**config.mk**
```make
export PLATFORM = sky130hd
export DESIGN_NAME = ss_capture
export DESIGN_NICKNAME = d
export VERILOG_FILES = /design/src/rtl/ss_pkg.sv /design/src/rtl/ss_decode.sv /design/src/rtl/ss_capture.sv
export SDC_FILE = /design/constraint.sdc
export NUM_CORES = 1
export LEC_CHECK = 0
export ABC_CLOCK_PERIOD_IN_PS = 7700
export CAP_MARGIN = 20
export CORE_UTILIZATION = 60
export CTS_CLUSTER_DIAMETER = 50
export DETAILED_ROUTE_END_ITERATION = 8
export DONT_BUFFER_PORTS = 1
export GPL_ROUTABILITY_DRIVEN = 0
export HOLD_SLACK_MARGIN = 0.02
export PLACE_DENSITY = 0.84
export SYNTH_ARGS = -nofsm -noshare
export SYNTH_HDL_FRONTEND = slang
export SYNTH_HIERARCHICAL = 1
export SYNTH_SLANG_ARGS = --single-unit
```
**constraint.sdc**
```tcl
create_clock -name CLK -period 7.7 [get_ports CLK]
set_input_delay 0.77 -clock CLK [delete_from_list [all_inputs] [get_ports CLK]]
set_output_delay 0.77 -clock CLK [all_outputs]
set_load 0.005 [all_outputs]
```
**src/rtl/ss_pkg.sv**
```systemverilog
// Shared constants and types for the seven-segment capture block.
package ss_pkg;

  // Every segment off (active-low bus).
  localparam logic [6:0] BLANK_PATTERN = 7'h7F;

  // Active-low gfedcba glyphs for hex digits 0..F (index = nibble value).
  // Each entry is the bitwise inverse of the familiar active-high code
  // 3F,06,5B,4F,66,6D,7D,07,7F,6F,77,7C,39,5E,79,71.
  localparam logic [15:0][6:0] GLYPH_AL = {
    7'h0E, 7'h06, 7'h21, 7'h46,   // F E D C
    7'h03, 7'h08, 7'h10, 7'h00,   // B A 9 8
    7'h78, 7'h02, 7'h12, 7'h19,   // 7 6 5 4
    7'h30, 7'h24, 7'h79, 7'h40    // 3 2 1 0
  };

  typedef enum logic [1:0] {
    ST_IDLE,
    ST_SCAN,
    ST_DONE
  } ss_state_e;

endpackage

```
**src/rtl/ss_decode.sv**
```systemverilog
// Combinational glyph lookup: one 7-bit active-low pattern to a hex nibble.
import ss_pkg::*;

module ss_decode (
  input  logic [6:0] pattern,
  output logic [3:0] nibble,
  output logic       blank,
  output logic       invalid
);

  logic matched;

  // Match the pattern against the blank code, then the 16 hex glyphs.
  always_comb begin
    nibble  = '0;
    blank   = 1'b0;
    invalid = 1'b0;
    matched = 1'b0;
    if (pattern == BLANK_PATTERN) begin
      blank = 1'b1;
    end else begin
      for (int unsigned g = 0; g < 16; g++) begin
        if (pattern == GLYPH_AL[g]) begin
          nibble  = 4'(g);
          matched = 1'b1;
        end
      end
      invalid = ~matched;
    end
  end

endmodule

```
**src/rtl/ss_capture.sv**
```systemverilog
// Snapshot a multi-digit seven-segment bus and decode it one digit per cycle.
import ss_pkg::*;

module ss_capture #(
  parameter int NUM_DISPLAYS = 6,
  parameter int NUM_SEGMENTS = 8
) (
  input  logic                                      CLK,
  input  logic                                      nRST,
  input  logic                                      capture,
  input  logic [NUM_DISPLAYS-1:0][NUM_SEGMENTS-1:0] SS_in,
  input  logic                                      ack,
  output logic [4*NUM_DISPLAYS-1:0]                 number,
  output logic [NUM_DISPLAYS-1:0]                   blank_mask,
  output logic [NUM_DISPLAYS-1:0]                   invalid_mask,
  output logic [NUM_DISPLAYS-1:0]                   dp_mask,
  output logic                                      valid,
  output logic                                      busy
);

  localparam int IDX_W = (NUM_DISPLAYS > 1) ? $clog2(NUM_DISPLAYS) : 1;
  localparam logic [IDX_W-1:0] LAST_IDX = IDX_W'(NUM_DISPLAYS - 1);

  ss_state_e                                  state_q, state_d;
  logic [IDX_W-1:0]                           idx_q, idx_d;
  logic [NUM_DISPLAYS-1:0][NUM_SEGMENTS-1:0]  snap_q, snap_d;
  logic [NUM_DISPLAYS-1:0][3:0]               work_num_q, work_num_d;
  logic [NUM_DISPLAYS-1:0]                    work_blank_q, work_blank_d;
  logic [NUM_DISPLAYS-1:0]                    work_inv_q, work_inv_d;
  logic [NUM_DISPLAYS-1:0]                    work_dp_q, work_dp_d;
  logic [NUM_DISPLAYS-1:0][3:0]               number_q, number_d;
  logic [NUM_DISPLAYS-1:0]                    blank_q, blank_d;
  logic [NUM_DISPLAYS-1:0]                    inv_q, inv_d;
  logic [NUM_DISPLAYS-1:0]                    dp_q, dp_d;

  logic [NUM_SEGMENTS-1:0] cur_seg;
  logic [6:0]              cur_pattern;
  logic                    cur_dp;
  logic [3:0]              dec_nibble;
  logic                    dec_blank;
  logic                    dec_invalid;
  logic                    start;

  // Select the snapshot digit under the scan index; missing segments read as off.
  always_comb begin
    cur_seg     = snap_q[idx_q];
    cur_pattern = BLANK_PATTERN;
    for (int unsigned b = 0; b < 7; b++) begin
      if (b < NUM_SEGMENTS) cur_pattern[b] = cur_seg[b];
    end
  end

  if (NUM_SEGMENTS >= 8) begin : g_dp
    assign cur_dp = ~cur_seg[7];
  end else begin : g_no_dp
    assign cur_dp = 1'b0;
  end

  ss_decode u_decode (
    .pattern (cur_pattern),
    .nibble  (dec_nibble),
    .blank   (dec_blank),
    .invalid (dec_invalid)
  );

  // Next-state logic: accept captures, scan one digit per cycle, publish on the last.
  always_comb begin
    state_d      = state_q;
    idx_d        = idx_q;
    snap_d       = snap_q;
    work_num_d   = work_num_q;
    work_blank_d = work_blank_q;
    work_inv_d   = work_inv_q;
    work_dp_d    = work_dp_q;
    number_d     = number_q;
    blank_d      = blank_q;
    inv_d        = inv_q;
    dp_d         = dp_q;
    start        = 1'b0;

    case (state_q)
      ST_IDLE: start = capture;
      ST_SCAN: begin
        work_num_d[idx_q]   = dec_nibble;
        work_blank_d[idx_q] = dec_blank;
        work_inv_d[idx_q]   = dec_invalid;
        work_dp_d[idx_q]    = cur_dp;
        if (idx_q == LAST_IDX) begin
          // Publish includes the digit decoded this very cycle.
          state_d  = ST_DONE;
          idx_d    = '0;
          number_d = work_num_d;
          blank_d  = work_blank_d;
          inv_d    = work_inv_d;
          dp_d     = work_dp_d;
        end else begin
          idx_d = idx_q + IDX_W'(1);
        end
      end
      ST_DONE: begin
        if (ack) begin
          start   = capture;
          state_d = ST_IDLE;
        end
      end
      default: state_d = ST_IDLE;
    endcase

    if (start) begin
      state_d      = ST_SCAN;
      idx_d        = '0;
      snap_d       = SS_in;
      work_num_d   = '0;
      work_blank_d = '0;
      work_inv_d   = '0;
      work_dp_d    = '0;
    end
  end

  // State register with synchronous active-low reset.
  always_ff @(posedge CLK) begin
    if (!nRST) begin
      state_q      <= ST_IDLE;
      idx_q        <= '0;
      snap_q       <= '1;
      work_num_q   <= '0;
      work_blank_q <= '0;
      work_inv_q   <= '0;
      work_dp_q    <= '0;
      number_q     <= '0;
      blank_q      <= '0;
      inv_q        <= '0;
      dp_q         <= '0;
    end else begin
      state_q      <= state_d;
      idx_q        <= idx_d;
      snap_q       <= snap_d;
      work_num_q   <= work_num_d;
      work_blank_q <= work_blank_d;
      work_inv_q   <= work_inv_d;
      work_dp_q    <= work_dp_d;
      number_q     <= number_d;
      blank_q      <= blank_d;
      inv_q        <= inv_d;
      dp_q         <= dp_d;
    end
  end

  assign number       = number_q;
  assign blank_mask   = blank_q;
  assign invalid_mask = inv_q;
  assign dp_mask      = dp_q;
  assign valid        = (state_q == ST_DONE);
  assign busy         = (state_q == ST_SCAN);

endmodule

```
Yosys cells after proc, flatten, opt, wreduce, memory -nomap -nowiden --
Index checks and enable logic that the tools add are counted.
Operators by class: add/sub/neg operators 1, $lt $le $gt $ge 2, equality and inequality tests 24, muxes and demuxes 52, bitwise gates (word level) 4, reductions and logical operators 7
Operators with widths (count):
- two-way mux 4 bit | 10
- equality test 7 bit (second input constant) | 5
- binary-select mux 8 bit (select 3 bit) | 1
- bitwise mux 24 bit | 1
- two-way mux 1 bit | 23
- equality test 7 x 5 -> 1 bit (second input constant) | 3
- equality test 7 x 6 -> 1 bit (second input constant) | 3
- bitwise mux 6 bit | 3
- two-way mux 3 bit | 5
- equality test 7 x 2 -> 1 bit (second input constant) | 2
- equality test 7 x 4 -> 1 bit (second input constant) | 2
- demux 4 bit (select 3 bit) | 1
- two-way mux 2 bit | 4
- two-way mux 8 bit | 1
- equality test 7 x 3 -> 1 bit (second input constant) | 1
- logical NOT 7 bit | 1
- one-hot mux 2 bit (3 select lines) | 1
- AND reduction 3 bit | 2
- less-than comparator 3 x 4 -> 1 bit (second input constant) | 1
- inequality test 2 bit (second input constant) | 2
- NOT 1 bit | 4
- adder 3 x 1 -> 3 bit (second input constant) | 1
- demux 1 bit (select 3 bit) | 1
- equality test 3 bit (second input constant) | 1
- other kinds (11) | 11
Word-level totals: register bits after elaboration 137, bits of input ports 52, output and inout bits 44, logic and storage cells 117

Logic depth before layout (Yosys ltp) --
Gate-level depths: netlist (run 1).
depth in word-level cells 23, gate-level depth with buffers 13, depth with buffers taken out 10

Modules after synthesis --
Netlist (run 1), hierarchy kept.
By module, submodules not included:
- ss_capture | instances 1, cells each 649, area each 5526.6 um2, sequential area each 2602.5 um2
- ss_decode | instances 1, cells each 63, area each 367.9 um2, sequential area each 0.0 um2

Worst setup path after synthesis (run 1) --
No wires, ideal clock.
path type register -> register, start point register idx_q[0], end point register work_inv_q[4], arrival 2.623 ns, path slack 4.953 ns, cell stages (with the launch flop) 13, buffers on the path 3, period minus slack after synthesis 2.747 ns, cells stage by stage dfxtp_1 -> buf_6 -> buf_2 -> buf_4 -> mux2i_1 -> o221ai_1 -> or3_1 -> a2bb2oi_1 -> o31ai_1 -> a32o_2 -> and4b_1 -> o211ai_1 -> mux2i_1
Between the ends: word-level cells in the longest chain between the ends 23
Ends and longest elaborated chain:
- start: declaration | RTL line ss_capture.sv:25 | logic [IDX_W-1:0] idx_q, idx_d;
- start signal: assignment | RTL line ss_capture.sv:136 | idx_q <= idx_d;
- binary-select mux 8 bit (select 3 bit) (*) | RTL line ss_capture.sv:46 | cur_seg = snap_q[idx_q];
- two-way mux 8 bit (implied by the code) (*) | RTL line ss_capture.sv:46
- named net cur_seg[0] | RTL line ss_capture.sv:36 | logic [NUM_SEGMENTS-1:0] cur_seg;
- equality test 7 bit | RTL line ss_decode.sv:23 | if (pattern == GLYPH_AL[g]) begin
- two-way mux 1 bit (16 in series) | RTL line ss_decode.sv:23
- two-way mux 1 bit | RTL line ss_decode.sv:19 | if (pattern == BLANK_PATTERN) begin
- NOT 1 bit | RTL line ss_decode.sv:28 | invalid = ~matched;
- two-way mux 1 bit (*) | RTL line ss_decode.sv:19
- named net dec_invalid | RTL line ss_capture.sv:41 | logic dec_invalid;
- bitwise mux 6 bit (*) | RTL line ss_capture.sv:86 | work_inv_d[idx_q] = dec_invalid;
- end signal: assignment | RTL line ss_capture.sv:140 | work_inv_q <= work_inv_d;
- end: declaration | RTL line ss_capture.sv:29 | logic [NUM_DISPLAYS-1:0] work_inv_q, work_inv_d;
The timed path passes the listed nets; every way through them passes the cells marked *. The select of a mux whose other input is x is not followed. A chain may end at the register's enable or synchronous reset.

Worst setup path in the final report (run 1) --
start point register idx_q[2], end point register work_num_q[9] in the netlist's numbering
Between the ends: word-level cells in the longest chain between the ends 19
Ends and longest elaborated chain:
- binary-select mux 8 bit (select 3 bit) (*) | RTL line ss_capture.sv:46
- two-way mux 8 bit (implied by the code) (*) | RTL line ss_capture.sv:46
- named net cur_seg[5] | RTL line ss_capture.sv:36
- equality test 7 x 6 -> 1 bit | RTL line ss_decode.sv:23
- two-way mux 2 bit (2 in series) | RTL line ss_decode.sv:23
- two-way mux 3 bit (4 in series) | RTL line ss_decode.sv:23
- two-way mux 4 bit (8 in series) | RTL line ss_decode.sv:23
- two-way mux 4 bit (*) | RTL line ss_decode.sv:19
- named net dec_nibble[1] | RTL line ss_capture.sv:39 | logic [3:0] dec_nibble;
- bitwise mux 24 bit (*) | RTL line ss_capture.sv:84 | work_num_d[idx_q] = dec_nibble;
- end signal: assignment | RTL line ss_capture.sv:138 | work_num_q <= work_num_d;
- end: declaration | RTL line ss_capture.sv:27 | logic [NUM_DISPLAYS-1:0][3:0] work_num_q, work_num_d;
Marks and branches as above.

==> impl_metrics.json, run 1 <==
{
  "critPathCaptureType": "register",
  "areaGrowthSynthToFinish_pct": 9.36,
  "cts_setup_buffers": 0,
  "status": "finished clean",
  "drv_cap": 0,
  "drt_iter0_drc": 396,
  "dieArea_um2": 10200,
  "io_buffer_count": 0,
  "cts_root_buffer": "clkbuf_8",
  "cts-hold-fix-buffers": 0,
  "nets": 711,
  "htree_levels": 4,
  "final_common_cell": "dfxtp_1",
  "ys_ff_latch": 130,
  "seqPwrFrac_pct": 41.6,
  "holdWs_ns": 0.331,
  "finalSetupViolations": 0,
  "final_cell_mix": "dfxtp_1, o21ai_0, a21oi_1",
  "leakage_nw": 2.26,
  "worst_pin_slew_ns": 1.16,
  "drtAntennaViolNets": 0,
  "ys_seq_area_share_pct": 44.2,
  "num_vias": 5175,
  "drive_gt1_share_pct": 7.89,
  "min_path_type": "in -> reg",
  "syn-cell-area_um2": 5890,
  "cts-resized-gates": 0,
  "hpwl_um": 8760,
  "ys.flop_type": "dfxtp_1",
  "clock_path_buffers": 2,
  "ys_warn_count": 6,
  "drt-vias-per-instance": 6.46,
  "synth_cells": 712,
  "fin_crit_ns": 3.54,
  "syn_nets": 764,
  "cp.arrival_ns": 3.98,
  "power_w": 0.00171,
  "cts_buffers": 17,
  "fin_util_pct": 68.8,
  "synth_enable_flop_cells": 0,
  "fp.dieW_um": 101,
  "peakVddDrop_mv": 0.140,
  "grt_pass1_vias": 4612,
  "cellPowerDensity_nw_per_um2": 265,
  "synth_cell_type_count": 48,
  "io_pins": 96,
  "avgSynthCellArea_um2": 8.28,
  "p_int_w": 0.00130,
  "power_switching_w": 0.000404,
  "drc_errors": 0,
  "relSlewSlack_pct": 22.4,
  "path_max_fanout": 17,
  "rows": 35,
  "routed_wl_um": 14200,
  "cts.sinks": 130,
  "fmax_mhz": 282,
  "die_h_um": 101,
  "rsz0062_at_grt": "no",
  "path_class": "reg -> reg",
  "clock_skew_ns": 0.00884,
  "cp.required_ns": 8.14,
  "swShare_pct": 23.7,
  "cts_tree": "built",
  "worstSetupStartpointType": "register",
  "clock_latency_ns": 0.52,
  "async_reset_ff_share_pct": 0,
  "finalHoldViolations": 0,
  "overflow": 0,
  "post_drt_wl_per_cell_um": 17.7,
  "antenna_found_initial": 0,
  "tns_ns": 0,
  "clkSlewWorstSetupHoldPaths_ns": 0.06,
  "core_area_um2": 9370,
  "diodes": 0,
  "dr.pass1.iters": 5,
  "grt_util_all_layers_pct": 28.4,
  "start_util_pct": 62.9,
  "p_comb_share_pct": 8.0,
  "p_clk_share_pct": 50.4,
  "grt_start_max_net_pins": 111,
  "dp_cells": 767,
  "grt_pass1_wl_um": 22700,
  "final_cell_count_no_fill": 801,
  "period_share_pct": 46.0,
  "report.final.slew_viol_count": 0
}
## sequential cells by signal (all words and copies together), names as in the netlist
register / count
idx_q: 3
work_dp_q: 5
work_inv_q: 5
work_blank_q: 5
work_num_q: 20
snap_q: 48
blank_mask: 6
dp_mask: 6
invalid_mask: 6
number: 24
state_q: 2
## Yosys cell counts, types with 2 or more instances
master     number  share of area (%)
o21ai_1        16                1.4
nor3_1          4               0.34
nand2_1        14               0.89
a31oi_1         4               0.42
o311ai_0       47                7.0
nand3b_1        2               0.25
nor2_1         12               0.76
mux2i_1        29                4.9
buf_2          21                1.8
o221ai_1        8                1.2
a21oi_1        75                6.4
and4b_1         2               0.34
nand3_1        66                5.6
o311ai_1        3               0.45
nor4_1          2               0.21
or3_1          13                1.4
inv_1          53                3.4
dfxtp_1       130                 44
clkbuf_1       53                3.4
nand2b_1        5               0.53
nand4_1         2               0.21
buf_4           3               0.38
buf_1           5               0.32
a2bb2oi_1       2               0.30
o211ai_1       13                1.7
nor2b_1         3               0.32
o21ai_0       104                8.8
## per-layer routing
metal | track usage [%] | part of all wire, %
met3 | 6.38 | 7.2
met2 | 47.6 | 49
met1 | 35.6 | 42
met5 | 0 | 0
met4 | 11.0 | 1.9
## power groups by stage
stage / sequential, W / combinational, W / clock, W
after floorplan: 0.000719 / 0.000114 / 0
after global placement: 0.000723 / 0.000125 / 0
after detailed placement: 0.000724 / 0.000131 / 0
after CTS: 0.000710 / 0.000133 / 0.000867
after global routing: 0.000711 / 0.000151 / 0.000898
final: 0.000710 / 0.000137 / 0.000861
## layout make-up
| type | count | area (um^2) |
|---|---|---|
| clock buffers | 21 | 469 |
| flip-flops and latches | 130 | 2600 |
| multi-input cells | 445 | 2750 |
| repair buffers | 11 | 90.1 |
| well taps | 129 | 161 |
| clock inverters | 11 | 174 |
| fillers | 749 | 2930 |
| inverters | 54 | 203 |
## cell families (layout without fill, tap and decap cells)
| kind of cell | count (synthesis) | after routing | synth area share [%] |
|---|---|---|---|
| buffers and inverters | 137 | 97 | 9.49 |
| AOI/OAI and AO/OA | 278 | 278 | 28.4 |
| DFF | 130 | 130 | 44.2 |
| xor gates and xnor gates | 2 | 2 | 0.297 |
| muxes | 29 | 29 | 4.92 |
| and+or+nand+nor | 136 | 136 | 12.7 |
## worst max-delay path, stage by stage (launching register included)
cell and delay, ns:
dfxtp_1 0.58, nand2b_1 0.31, o221ai_1 0.92, nand4_1 0.28
nor2_1 0.22, a31oi_1 0.07, o311ai_1 0.76, nand3_1 0.15
a21oi_1 0.17
## metrics by stage
stage,area (um^2),setup WS [ns]
4_1_cts,6430,4.25
6_report,6450,4.16
5_1_grt,6450,3.81
3_5_place_dp,5790,4.31
3_3_place_gp,5770,4.53
2_1_floorplan,5890,4.95
## path summary, 6_finish.rpt
check / startpoint / endpoint / slack (ns) / cells after the start
worst min register to register: work_num_q[4] / number[4] / 0.46 / 2
worst min-delay path: nRST / snap_q[6] / 0.33 / 1
worst max register to register: idx_q[2] / work_num_q[9] / 4.16 / 8
worst max-delay path: idx_q[2] / work_num_q[9] / 4.16 / 8
Note: power is estimated with default switching activity, not from simulation.
==> run 2, diff against run 1 <==
- ABC_CLOCK_PERIOD_IN_PS: 7700 -> 3400
- clock period: 7.7 -> 3.4 ns (I/O delays scaled with it)
==> run 2 against run 1 <==
Sequential power grew 130%. Maximum frequency grew 16%. Utilization grew 1.1 points. Clock-buffer cell count shrank 1. Non-clock buffer count grew 9. Final area grew 1.6%. Register-to-register slack lost 3.8 ns. Clock skew shrank 0.0015 ns. Wire length grew 4.3%. Total power grew 120%. Final cell count grew 1.1%. Combinational power grew to 2.5 times the previous value.
==> impl_metrics.json, run 2 (synthesis gave the netlist of run 1 again) <==
{
  "die_h_um": 101,
  "hpwl_um": 9090,
  "finalSetupViolations": 0,
  "critPathCaptureType": "register",
  "tns_ns": 0,
  "dp_slack_ns": 0.238,
  "overflow": 0,
  "place_area_um2": 5880,
  "peakVddDrop_mv": 0.397,
  "drt-vias-per-instance": 6.58,
  "fin_crit_ns": 3.05,
  "core_area_um2": 9370,
  "report.final.slew_viol_count": 0,
  "drc_errors": 0,
  "cp_slowest_cell": "dfxtp_1",
  "areaGrowthSynthToFinish_pct": 11.1,
  "status": "finished clean",
  "seqPwrFrac_pct": 42.4,
  "dr.pass1.iters": 7,
  "largest_reg_flops": 48,
  "start_util_pct": 62.9,
  "final_cell_mix": "dfxtp_1, o21ai_0, a21oi_1",
  "num_vias": 5333,
  "nets": 720,
  "clock_path_buffers": 2,
  "cts_buffers": 17,
  "io_buffer_count": 0,
  "clock_latency_ns": 0.52,
  "diodes": 0,
  "nFillCells": 747,
  "htree_levels": 4,
  "swShare_pct": 24.9,
  "leakage_nw": 2.31,
  "routed_wl_um": 14800,
  "final_area_um2": 6550,
  "final_common_cell": "dfxtp_1",
  "dieArea_um2": 10200,
  "rows": 35,
  "p_clk_share_pct": 48.6,
  "crit_chain": "nand2b_1 -> o221ai_2 -> or3_1 -> a2bb2oi_1 -> o31ai_1 -> a32o_2 -> and4b_1 -> o211ai_1 -> mux2i_1",
  "fp.dieW_um": 101,
  "worst_pin_slew_ns": 0.843,
  "finalWorstSetupSlack_ns": 0.346,
  "clkSlewWorstSetupHoldPaths_ns": 0.06,
  "cts_root_buffer": "clkbuf_8",
  "grt_util_all_layers_pct": 30.0,
  "drv_cap": 0,
  "cts.sinks": 130,
  "top_register": "snap_q",
  "fmax_mhz": 327,
  "dp_cells": 774,
  "antenna_found_initial": 0,
  "cpPeakStageDelay_ns": 0.61,
  "path_max_fanout": 17,
  "grt_start_max_net_pins": 85,
  "grt_pass1_wl_um": 23800,
  "power_switching_w": 0.000945,
  "period_share_pct": 89.8,
  "p_int_w": 0.00285,
  "cts_tree": "built",
  "cp.arrival_ns": 3.49,
  "rsz0062_at_grt": "no",
  "clock_skew_ns": 0.00731,
  "p_comb_share_pct": 9.0,
  "path_class": "reg -> reg",
  "finalHoldViolations": 0,
  "cellPowerDensity_nw_per_um2": 580,
  "drtAntennaViolNets": 0,
  "drt_iter0_drc": 527,
  "post_drt_wl_per_cell_um": 18.2,
  "relSlewSlack_pct": 43.8,
  "final_cell_count_no_fill": 810,
  "worstSetupStartpointType": "register",
  "grt_pass1_vias": 4877,
  "cp.required_ns": 3.84,
  "io_pins": 96,
  "drive_gt1_share_pct": 8.96,
  "min_path_type": "in -> reg"
}
==> run 2: cell count changes in the layout (fill, tap and decap cells not counted), moves of 2 or more <==
| cell | previous run | this run |
|---|---|---|
| o221ai_2 | 0 | 3 |
| clkinv_4 | 1 | 3 |
| buf_12 | 0 | 3 |
| dlygate4sd3_1 | 0 | 3 |
| buf_4 | 10 | 13 |
| clkinv_2 | 1 | 3 |
| o221ai_1 | 8 | 5 |
| clkbuf_8 | 5 | 3 |
==> run 2: cell type report <==
| class | instances | area [um^2] | area share (%) |
|---|---|---|---|
| inverter | 54 | 203 | 3.10 |
| timing repair buffer | 20 | 215 | 3.29 |
| clock buffer | 20 | 445 | 6.80 |
| multi-input combinational | 445 | 2770 | 42.2 |
| sequential | 130 | 2600 | 39.7 |
| tap | 129 | 161 | 2.47 |
| clock inverter | 12 | 155 | 2.37 |
==> run 2: what timing repair did <==
action	4_1_cts	5_1_grt
setup buffers	0	0
endpoints found under the hold margin	56	0
gates resized for setup	0	3
hold buffers	4	0
setup endpoints to repair	0	12
==> run 2: path summary, 6_finish.rpt <==
path / start / endpoint / slack [ns] / cells past startpoint
worst max register to register: idx_q[2] / work_inv_q[4] / 0.35 / 9
worst max-delay path: idx_q[2] / work_inv_q[4] / 0.35 / 9
worst min-delay path: SS_in[21] / snap_q[21] / 0.03 / 2
worst min register to register: work_inv_q[2] / invalid_mask[2] / 0.46 / 2
==> run 2: through the flow <==
stage | hold WS [ns] | util, % | power [W]
6_report | 0.0261 | 69.9 | 0.00380
5_1_grt | 0.0297 | 69.9 | 0.00392
4_1_cts | 0.0202 | 69.7 | 0.00378
3_5_place_dp | 0.430 | 62.7 | 0.00195
3_3_place_gp | 0.423 | 62.4 | 0.00193
2_1_floorplan | 0.440 | - | 0.00189
==> run 2: power groups by stage <==
stage	clock network, W	registers, W	logic [W]
floorplan	0	0.00163	0.000259
global placement	0	0.00164	0.000295
detailed placement	0	0.00164	0.000313
CTS	0.00185	0.00161	0.000330
global route	0.00193	0.00161	0.000378
finish	0.00184	0.00161	0.000343
==> run 2: critical path: cells and delay by family (launching register included) <==
| kind | cells | cell delay [ns] |
|---|---|---|
| AOI/OAI and AO/OA | 5 | 1.23 |
| DFF | 1 | 0.61 |
| and+or+nand+nor | 3 | 0.97 |
| muxes | 1 | 0.16 |
==> run 2: routing by layer <==
metal,wire length [um],up-vias,GRT usage (%)
met5,0,-,0
met4,393,0,14.3
met3,1150,41,6.45
met2,7260,278,49.3
met1,5950,2491,37.6
li1,-,2523,-
==> run 3, diff against run 2 <==
- CORE_UTILIZATION: 60 -> 63
- PLACE_DENSITY: 0.84 -> 0.87
==> run 3 against run 2 <==
Flip-flop and latch count unchanged. Sequential power barely moved. Largest power group unchanged. Clock power is essentially flat. Non-clock buffer count up 5. Maximum frequency decreased by 1.4%. Critical path depth unchanged. Clock skew up 0.0013 ns. Critical path type unchanged. Critical endpoint is now work_num_q[18]. Die area shrank 4.7%. Register-to-register slack got worse by 0.04 ns. Clock-buffer cell count rose by 1. Total power is 0.39% lower. Combinational power is essentially flat.
==> impl_metrics.json, run 3 (synthesis gave the netlist of run 1 again) <==
{
  "worst_pin_slew_ns": 0.889,
  "leakage_nw": 2.33,
  "rsz0062_at_grt": "no",
  "nFillCells": 657,
  "overflow": 0,
  "tns_ns": 0,
  "status": "finished clean",
  "clock_path_buffers": 2,
  "antenna_found_initial": 1,
  "nets": 725,
  "dieArea_um2": 9750,
  "period_share_pct": 91.1,
  "report.final.slew_viol_count": 0,
  "top_register": "snap_q",
  "drt-vias-per-instance": 6.76,
  "rows": 34,
  "dr.pass1.iters": 6,
  "drtAntennaViolNets": 0,
  "grt_start_max_net_pins": 110,
  "cts_buffers": 17,
  "drt_iter0_drc": 525,
  "cp.arrival_ns": 3.54,
  "r2r_end": "work_num_q[18]",
  "dp_slack_ns": 0.329,
  "io_pins": 96,
  "hpwl_um": 9100,
  "grt_pass1_vias": 4862,
  "grt_pass1_wl_um": 24100,
  "start_util_pct": 66.3,
  "drv_cap": 0,
  "final_common_cell": "dfxtp_1",
  "io_buffer_count": 0,
  "final_area_um2": 6530,
  "r2r_cells": 9,
  "multi_input_area_um2": 2750,
  "power_w": 0.00378,
  "final_cell_count_no_fill": 795,
  "core_area_um2": 8890,
  "clock_skew_ns": 0.00863,
  "cts_root_buffer": "clkbuf_8",
  "place_area_um2": 5860,
  "areaGrowthSynthToFinish_pct": 10.7,
  "die_h_um": 98.7,
  "clock_latency_ns": 0.52,
  "drc_errors": 0,
  "fmax_mhz": 323,
  "rrSetupSlack_ns": 0.30,
  "cellPowerDensity_nw_per_um2": 579,
  "finalSetupViolations": 0,
  "largest_reg_flops": 48,
  "routed_wl_um": 15000,
  "finalHoldViolations": 0,
  "worstSetupStartpointType": "register",
  "cts.sinks": 130,
  "grt_util_all_layers_pct": 31.3,
  "layout.area.seq_um2": 2600,
  "relSlewSlack_pct": 40.7,
  "clkSlewWorstSetupHoldPaths_ns": 0.06,
  "drive_gt1_share_pct": 9.04,
  "worstSetupEndpoint": "work_num_q[18]",
  "num_vias": 5372,
  "post_drt_wl_per_cell_um": 18.8,
  "finalWorstSetupSlack_ns": 0.304,
  "path_max_fanout": 19,
  "htree_levels": 4,
  "fp.dieW_um": 98.7,
  "worstSetupStartpoint": "idx_q[0]",
  "critPathCaptureType": "register",
  "path_class": "reg -> reg",
  "peakVddDrop_mv": 0.373,
  "cp.required_ns": 3.85,
  "min_path_type": "in -> reg",
  "fin_crit_ns": 3.10,
  "cts_tree": "built",
  "dp_cells": 757,
  "rr_startpoint": "idx_q[0]",
  "final_cell_mix": "dfxtp_1, o21ai_0, a21oi_1"
}
run 3: layout make-up:
type | instances | area share, %
Clock inverter | 11 | 2.34
Inverter | 54 | 3.11
Multi-Input combinational cell | 445 | 42.2
Sequential cell | 130 | 39.9
Antenna cell | 1 | 0.0383
Timing Repair Buffer | 25 | 3.53
Tap cell | 108 | 2.07
Clock buffer | 21 | 6.88
run 3: worst max-delay path, cell delays in order (launching register included):
cell and delay (ns):
dfxtp_1 0.49, buf_4 0.33, mux2i_1 0.12, o221ai_1 0.72, nand4_1 0.29, nor4_1 0.30
nor2_1 0.11, o21ai_1 0.32, o211ai_1 0.18, mux2i_1 0.15
run 3: power by group:
| part | leakage, nW | switching, W | total, W | internal, W |
|---|---|---|---|---|
| Clock | 0.296 | 0.000664 | 0.00182 | 0.00116 |
| Combinational | 0.969 | 0.000222 | 0.000341 | 0.000120 |
| Sequential | 1.06 | 0.0000378 | 0.00162 | 0.00158 |
| Total | 2.33 | 0.000923 | 0.00378 | 0.00286 |
run 3: worst min-delay path by stage:
stage | cells after the start | start | endpoint
4_1_cts | 2 | SS_in[40] | snap_q[40]
5_1_grt | 2 | SS_in[20] | snap_q[20]
3_5_place_dp | 1 | nRST | snap_q[3]
3_3_place_gp | 1 | nRST | snap_q[6]
6_report | 2 | SS_in[12] | snap_q[12]
2_1_floorplan | 2 | work_blank_q[1] | blank_mask[1]
run 3: repair_timing:
item,in CTS,in global routing
gates resized for setup,0,1
setup endpoints to repair,0,1
buffers inserted,0,0
hold buffers,4,1
hold endpoints to repair,57,1
run 3: stage by stage:
| step | util (%) | hold WS, ns |
|---|---|---|
| 3_3_place_gp | 65.6 | 0.424 |
| 6_report | 73.4 | 0.0356 |
| 2_1_floorplan | - | 0.440 |
| 5_1_grt | 73.4 | 0.0245 |
| 3_5_place_dp | 65.9 | 0.429 |
| 4_1_cts | 73.2 | 0.0240 |
run 3: routing by layer:
metal | GRT usage (%) | part of all wire (%) | vias to the layer above
met5 | 0 | 0 | -
met4 | 11.5 | 2.1 | 0
met3 | 7.52 | 7.0 | 38
met2 | 53.4 | 50 | 258
met1 | 38.6 | 41 | 2547
li1 | - | - | 2529
